**config.mk**
```make
export PLATFORM = sky130hd
export DESIGN_NAME = fetch_if_stage
export DESIGN_NICKNAME = d
export VERILOG_FILES = /design/src/rtl/fetch_if_stage.sv
export SDC_FILE = /design/constraint.sdc
export NUM_CORES = 1
export LEC_CHECK = 0
export ABC_AREA = 1
export BUFFER_PORTS_ARGS = -buffer_cell sky130_fd_sc_hd__buf_2
export CORE_MARGIN = 3
export CORE_UTILIZATION = 29
export DETAILED_ROUTE_END_ITERATION = 8
export GPL_TIMING_DRIVEN = 0
export PLACE_DENSITY = 0.58
export SLEW_MARGIN = 20
export SYNTH_ARGS = -nofsm -noshare
export SYNTH_HDL_FRONTEND = slang
export SYNTH_SLANG_ARGS = --single-unit
```
**constraint.sdc**
```tcl
create_clock -name clk -period 2.45 [get_ports clk]
set_input_delay 0.3675 -clock clk [delete_from_list [all_inputs] [get_ports clk]]
set_output_delay 0.3675 -clock clk [all_outputs]
set_load 0.005 [all_outputs]
```
**src/rtl/fetch_if_stage.sv**
```systemverilog
// Instruction-fetch stage with IF/ID pipeline register.
// Tolerates imem wait states; a redirect or annul seen during a wait is held until the fetch completes.
module fetch_if_stage #(
   parameter int                 ADDR_W   = 32,
   parameter int                 INSTR_W  = 32,
   parameter logic [ADDR_W-1:0]  RESET_PC = '0,
   parameter logic [INSTR_W-1:0] NOP      = 32'h0100_0000
) (
   input  logic               clk,
   input  logic               rst_n,
   input  logic               stall_F,
   input  logic               stall_D,
   input  logic               branch_taken,
   input  logic [ADDR_W-1:0]  branch_target,
   input  logic               annul,
   output logic               imem_req,
   output logic [ADDR_W-1:0]  imem_addr,
   input  logic               imem_ready,
   input  logic [INSTR_W-1:0] imem_instr,
   output logic [INSTR_W-1:0] instr_ID,
   output logic [ADDR_W-1:0]  pc_ID,
   output logic [ADDR_W-1:0]  npc_ID,
   output logic               valid_ID
);

   typedef enum logic {FETCH, WAIT} state_t;

   state_t             state;
   logic [ADDR_W-1:0]  pc;
   logic [ADDR_W-1:0]  npc;
   logic [ADDR_W-1:0]  redir_tgt;
   logic [ADDR_W-1:0]  new_pc;
   logic               redir_pend;
   logic               annul_pend;
   logic               hold;
   logic               done;
   logic               slot_live;

   // Either stall freezes the whole front end; ID re-presents branch/annul afterwards.
   assign hold      = stall_F | stall_D;
   assign imem_req  = rst_n & ~hold;
   assign done      = imem_req & imem_ready;
   assign imem_addr = pc;
   assign slot_live = ~(annul | annul_pend);
   assign new_pc    = branch_taken ? branch_target : (redir_pend ? redir_tgt : npc);

   // NOTE: all state uses non-blocking assignments so every register samples pre-edge values.
   always_ff @(posedge clk or negedge rst_n) begin
      if (!rst_n) begin
         pc         <= RESET_PC;
         npc        <= RESET_PC + ADDR_W'(4);
         instr_ID   <= NOP;
         pc_ID      <= '0;
         npc_ID     <= '0;
         valid_ID   <= 1'b0;
         state      <= FETCH;
         redir_pend <= 1'b0;
         redir_tgt  <= '0;
         annul_pend <= 1'b0;
      end else if (!hold) begin
         if (done) begin
            instr_ID   <= slot_live ? imem_instr : NOP;
            pc_ID      <= pc;
            npc_ID     <= npc;
            valid_ID   <= slot_live;
            pc         <= new_pc;
            npc        <= new_pc + ADDR_W'(4);
            redir_pend <= 1'b0;
            annul_pend <= 1'b0;
         end else begin
            // Bubble into ID while memory is busy; pc_ID/npc_ID keep their last values.
            instr_ID <= NOP;
            valid_ID <= 1'b0;
            if (branch_taken) begin
               redir_pend <= 1'b1;
               redir_tgt  <= branch_target;
            end
            if (annul) annul_pend <= 1'b1;
         end
         case (state)
            FETCH:   if (!done) state <= WAIT;
            WAIT:    if (done)  state <= FETCH;
            default: state <= FETCH;
         endcase
      end
   end

endmodule

```
---- Word level (Yosys, flattened, before mapping) ----
Cells that the tools add are included.
operators by class
  $add $sub $neg .......................... 1
  multiplexer cells ....................... 9
  bitwise logic cells ..................... 7
  reductions and logical operators ........ 6
operators by type and width
  operator                                                          number
  32-bit 2-to-1 mux                                                 4
  32-bit by 3-bit adder with 32-bit output (second input constant)  1
  2-bit AND reduction                                               3
  1-bit 2-to-1 mux                                                  5
  2-bit nonzero test                                                2
  1-bit NOT                                                         3
  3-bit AND reduction                                               1
  1-bit bitwise AND                                                 2
  1-bit OR                                                          2
word-level totals
  register bits ........................... 195
  input port bits ......................... 71

---- Longest topological paths before layout ----
  word-level depth ........................ 6
  gate-level depth with buffers ........... 16
  mapped depth without buffers ............ 15

---- Worst setup path before layout ----
OpenSTA, ideal clock, no wires.
  kind .................................... input-to-reg
  start ................................... input branch_taken
  end ..................................... register npc[26]
  data arrival time ....................... 1.751 ns
  data required time ...................... 2.333 ns
  slack ................................... 0.582 ns
  cell stages on the path ................. 15
  buffers on the path ..................... 2
  cell sequence ........................... buf_6 buf_2 nand2_1 nand2_1 nor2_1 inv_1 ha_1 nand2_1 nor2_2 nand2_1 nor2_2 nand2_1 nand2_1 nand2_1 nand2_1
between the ends
  cells in the longest elaborated chain, start to end .. 2
RTL lines
  element                                   RTL line  text
  from (decl)                               13        input logic branch_taken,
  32-bit 2-to-1 mux                         45        assign new_pc = branch_taken ? branch_target : (redir_pend ? redir_tgt : npc);
  named net new_pc[2]                       32        logic [ADDR_W-1:0] new_pc;
  32-bit by 3-bit adder with 32-bit output  67        npc <= new_pc + ADDR_W'(4);
  to (signal assigned)                      51        npc <= RESET_PC + ADDR_W'(4);
  to (signal assigned)                      67
  to (decl)                                 30        logic [ADDR_W-1:0] npc;
The timed path passes the listed nets, and every way through them passes these cells.
A chain may end at the register's enable or synchronous reset.

---- Worst setup path in the final report ----
  start ................................... register redir_pend
  end ..................................... register npc[26]
between the ends
  cells in the longest elaborated chain, start to end .. 3
RTL lines
  element                                   RTL line  text
  from (decl)                               33        logic redir_pend;
  from (signal assigned)                    57        redir_pend <= 1'b0;
  from (signal assigned)                    68        redir_pend <= 1'b0;
  from (signal assigned)                    75        redir_pend <= 1'b1;
  32-bit 2-to-1 mux (2 in series)           45
  named net new_pc[2]                       32
  32-bit by 3-bit adder with 32-bit output  67
The timed path passes the listed nets, and every way through them passes these cells.

==> flow_summary.ini <==
[routing]
met2_length_um = 13700
routed.top_layer = met5
wl_met3_um = 1630
route.vias.total = 7874
drt_iter0_drc = 784
wl_met1_um = 12800
drtAntennaViolNets = 0
firstDrtPassIters = 5
drt_wl_total_um = 29100
wl_per_cell_um = 17.5
drc = 0
viasPerCell = 4.75

[synthesis]
syn-num-nets = 1109
synth_area_leaders = dfrtp_1 55%, nand2_1 19%, o21ai_0 4.6%
synth_edf_count = 0
synthTopCellsByCount = 440 x nand2_1, 189 x dfrtp_1, 79 x o21ai_0
syn_area_per_cell_um2 = 8.30
syn_inst = 1037
yosysSeqAreaShare_pct = 55.6
synth_warnings = 0
yosysUniqueCellTypes = 31
syn_area_um2 = 8610
synthFlopType = dfrtp_1
yosysTopAreaCellShare_pct = 54.9
synth.largest_area_cell = dfrtp_1
yosysMostFrequentCell = nand2_1
async_reset_ff_share_pct = 100
ys_seq_elements = 191

[placement]
port_buffers = 199
gp_congestion = 0.935
hpwl_um = 21500
dp.cells = 1622

[timing]
fin_crit_sh_pct = 91.1
skew_ns = 0.0126
hold_viol = 1
max-slew-margin-rel_pct = 55.0
whs_ns = -0.000363
setup_violations = 0
final_max_slew_viol_count = 0
rsz0062_at_grt = no
worst_pin_slew_ns = 0.675
fmax_ghz = 0.448
finalCriticalPeriod_ns = 2.23

[power_and_ir_drop]
p_leak_nw = 5.70
p_comb_share_pct = 21.3
p_sw_share_pct = 31.5
p_int_mw = 6.17
pwr_density_cell_nw_per_um2 = 834
ir_worst_vdd_uv = 362
p_switching_mw = 2.84
seq_power_share_pct = 46.5
p_clk_share_pct = 32.2

[setup_path]
worstPathArrival_ns = 2.56
cp-start-kind = register
critPathKind = reg2reg
worstPathMaxFanout = 10
cp_data_required_time_ns = 2.78
rrSetupSlack_ns = 0.22
crit_path_end_kind = register

[outcome]
violations = negative hold slack
status = finished, violations left

[grt]
grt_max_degree = 111
grt_pass1_wl_um = 44700
gr-total-overflow = 0
track_usage_pct = 18.5
antenna_found_initial = 3
grt_pass1_vias = 7699

[clock_network]
clk_pin_slew_ns = 0.07
clock_latency_ns = 0.43
cts_buffers = 17
max-clock-path-buffers = 2
htree_levels = 4
cts_root_buf = clkbuf_16
clock_sinks = 191
cts_tree = yes

[cells_and_area]
nNetsFinal = 1331
fin_util_pct = 37.3
area_growth_pct = 25.6
stdcell_count = 1659
drive_gt1_share_pct = 23.4

[min_path]
min_path_type = in2async

[job]
maxCapViolCount = 0

[floorplanning]
fp.dieW_um = 178
top_level_ports = 201
core-area_um2 = 29000
die_area_um2 = 31800
die_y_um = 178
start_util_pct = 29.7
fp-row-count = 62
[worst max-delay path, cell delays in order, from the launching register on]
cell	delay (ns)
dfrtp_1	0.40
buf_6	0.18
inv_2	0.05
nor2_4	0.19
nand2_1	0.07
nand2_1	0.06
nor2_1	0.07
inv_1	0.08
ha_1	0.17
nand2_1	0.10
nor2_2	0.19
nand2_2	0.14
nor2_2	0.16
nand2_1	0.11
nand3_1	0.08
nand2_1	0.06
[routing by layer]
metal  vias up  track usage (%)
li1       3779                -
met1      3782             25.1
met2       265             29.2
met3        46             3.62
met4         2             6.95
met5         -                0
[power groups by stage]
stage	clock network (mW)	registers, mW	logic [mW]
finish	2.90	4.19	1.92
global route	3.11	4.27	2.20
CTS	2.97	4.19	1.96
detailed placement	0	4.24	1.93
global placement	0	4.24	1.89
floorplan	0	4.20	0.961
[cell families (layout without fill, tap and decap cells)]
kind of cell / Yosys count / count (layout) / synth area share, %
adders and majority gates: 1 / 1 / 0.145
DFF: 191 / 191 / 55.6
xor gates and xnor gates: 2 / 2 / 0.204
and+or+nand+nor: 573 / 573 / 27.1
AOI/OAI and AO/OA: 149 / 149 / 10.6
buffers and inverters: 121 / 356 / 6.34
other: 0 / 3 / 0
[state kept, by name, summed over array words and instances (netlist names)]
name / count
imem_addr: 32
instr_ID: 32
pc_ID: 32
redir_tgt: 32
npc: 30
npc_ID: 30
annul_pend: 1
redir_pend: 1
valid_ID: 1
[placed cells by master, fill, tap and decap left out, types with 8 or more instances in the layout]
| cell type | count |
|---|---|
| nor2_1 | 50 |
| a32o_1 | 29 |
| nand2_1 | 439 |
| a21oi_1 | 25 |
| buf_2 | 222 |
| o21ai_0 | 79 |
| dfrtp_1 | 189 |
| nor2_2 | 8 |
| clkbuf_1 | 24 |
| clkbuf_16 | 17 |
| nand3_1 | 59 |
| nand3_2 | 9 |
| inv_1 | 56 |
[through the flow]
| step | setup TNS (ns) | setup WS, ns | total power, mW | area [um2] |
|---|---|---|---|---|
| final | 0 | 0.218 | 9.01 | 10800 |
| after global routing | 0 | 0.0174 | 9.57 | 10800 |
| after CTS | 0 | 0.218 | 9.11 | 10800 |
| after detailed placement | -83.75 | -0.560 | 6.17 | 10100 |
| after global placement | -986.00 | -2.97 | 6.13 | 10100 |
| after floorplan | 0 | 0.582 | 5.16 | 8610 |
[what timing repair did]
item                       4_1_cts  5_1_grt
resized for setup                0        1
gates cloned                     1        0
setup endpoints to repair       90        3
hold buffers                     2        0
setup buffers                    0        0
hold endpoints to repair        46        0
pin swaps                        0        0
[layout make-up]
type / instances / area, um2
Buffer: 61 / 319
Antenna cell: 3 / 7.51
Tap cell: 384 / 480
Timing Repair Buffer: 203 / 1100
Sequential cell: 191 / 4780
Clock inverter: 12 / 151
Clock buffer: 20 / 457
Multi-Input combinational cell: 725 / 3280
Inverter: 60 / 226
Fill cell: 3086 / 18200
[path summary, 6_finish.rpt]
path,cells past startpoint,endpoint,startpoint
min in group clk,3,redir_tgt[29]$_DFFE_PN0P_,branch_target[29]
min reg2reg,2,valid_ID$_DFFE_PN0N_,valid_ID$_DFFE_PN0N_
max reg2reg,15,npc[26]$_DFFE_PN0P_,redir_pend$_DFFE_PN0P_
max in group asynchronous,3,redir_tgt[12]$_DFFE_PN0P_,rst_n
min,2,instr_ID[30]$_DFFE_PN0N_,rst_n
max,15,npc[26]$_DFFE_PN0P_,redir_pend$_DFFE_PN0P_
(Power assumes the default switching activity.)
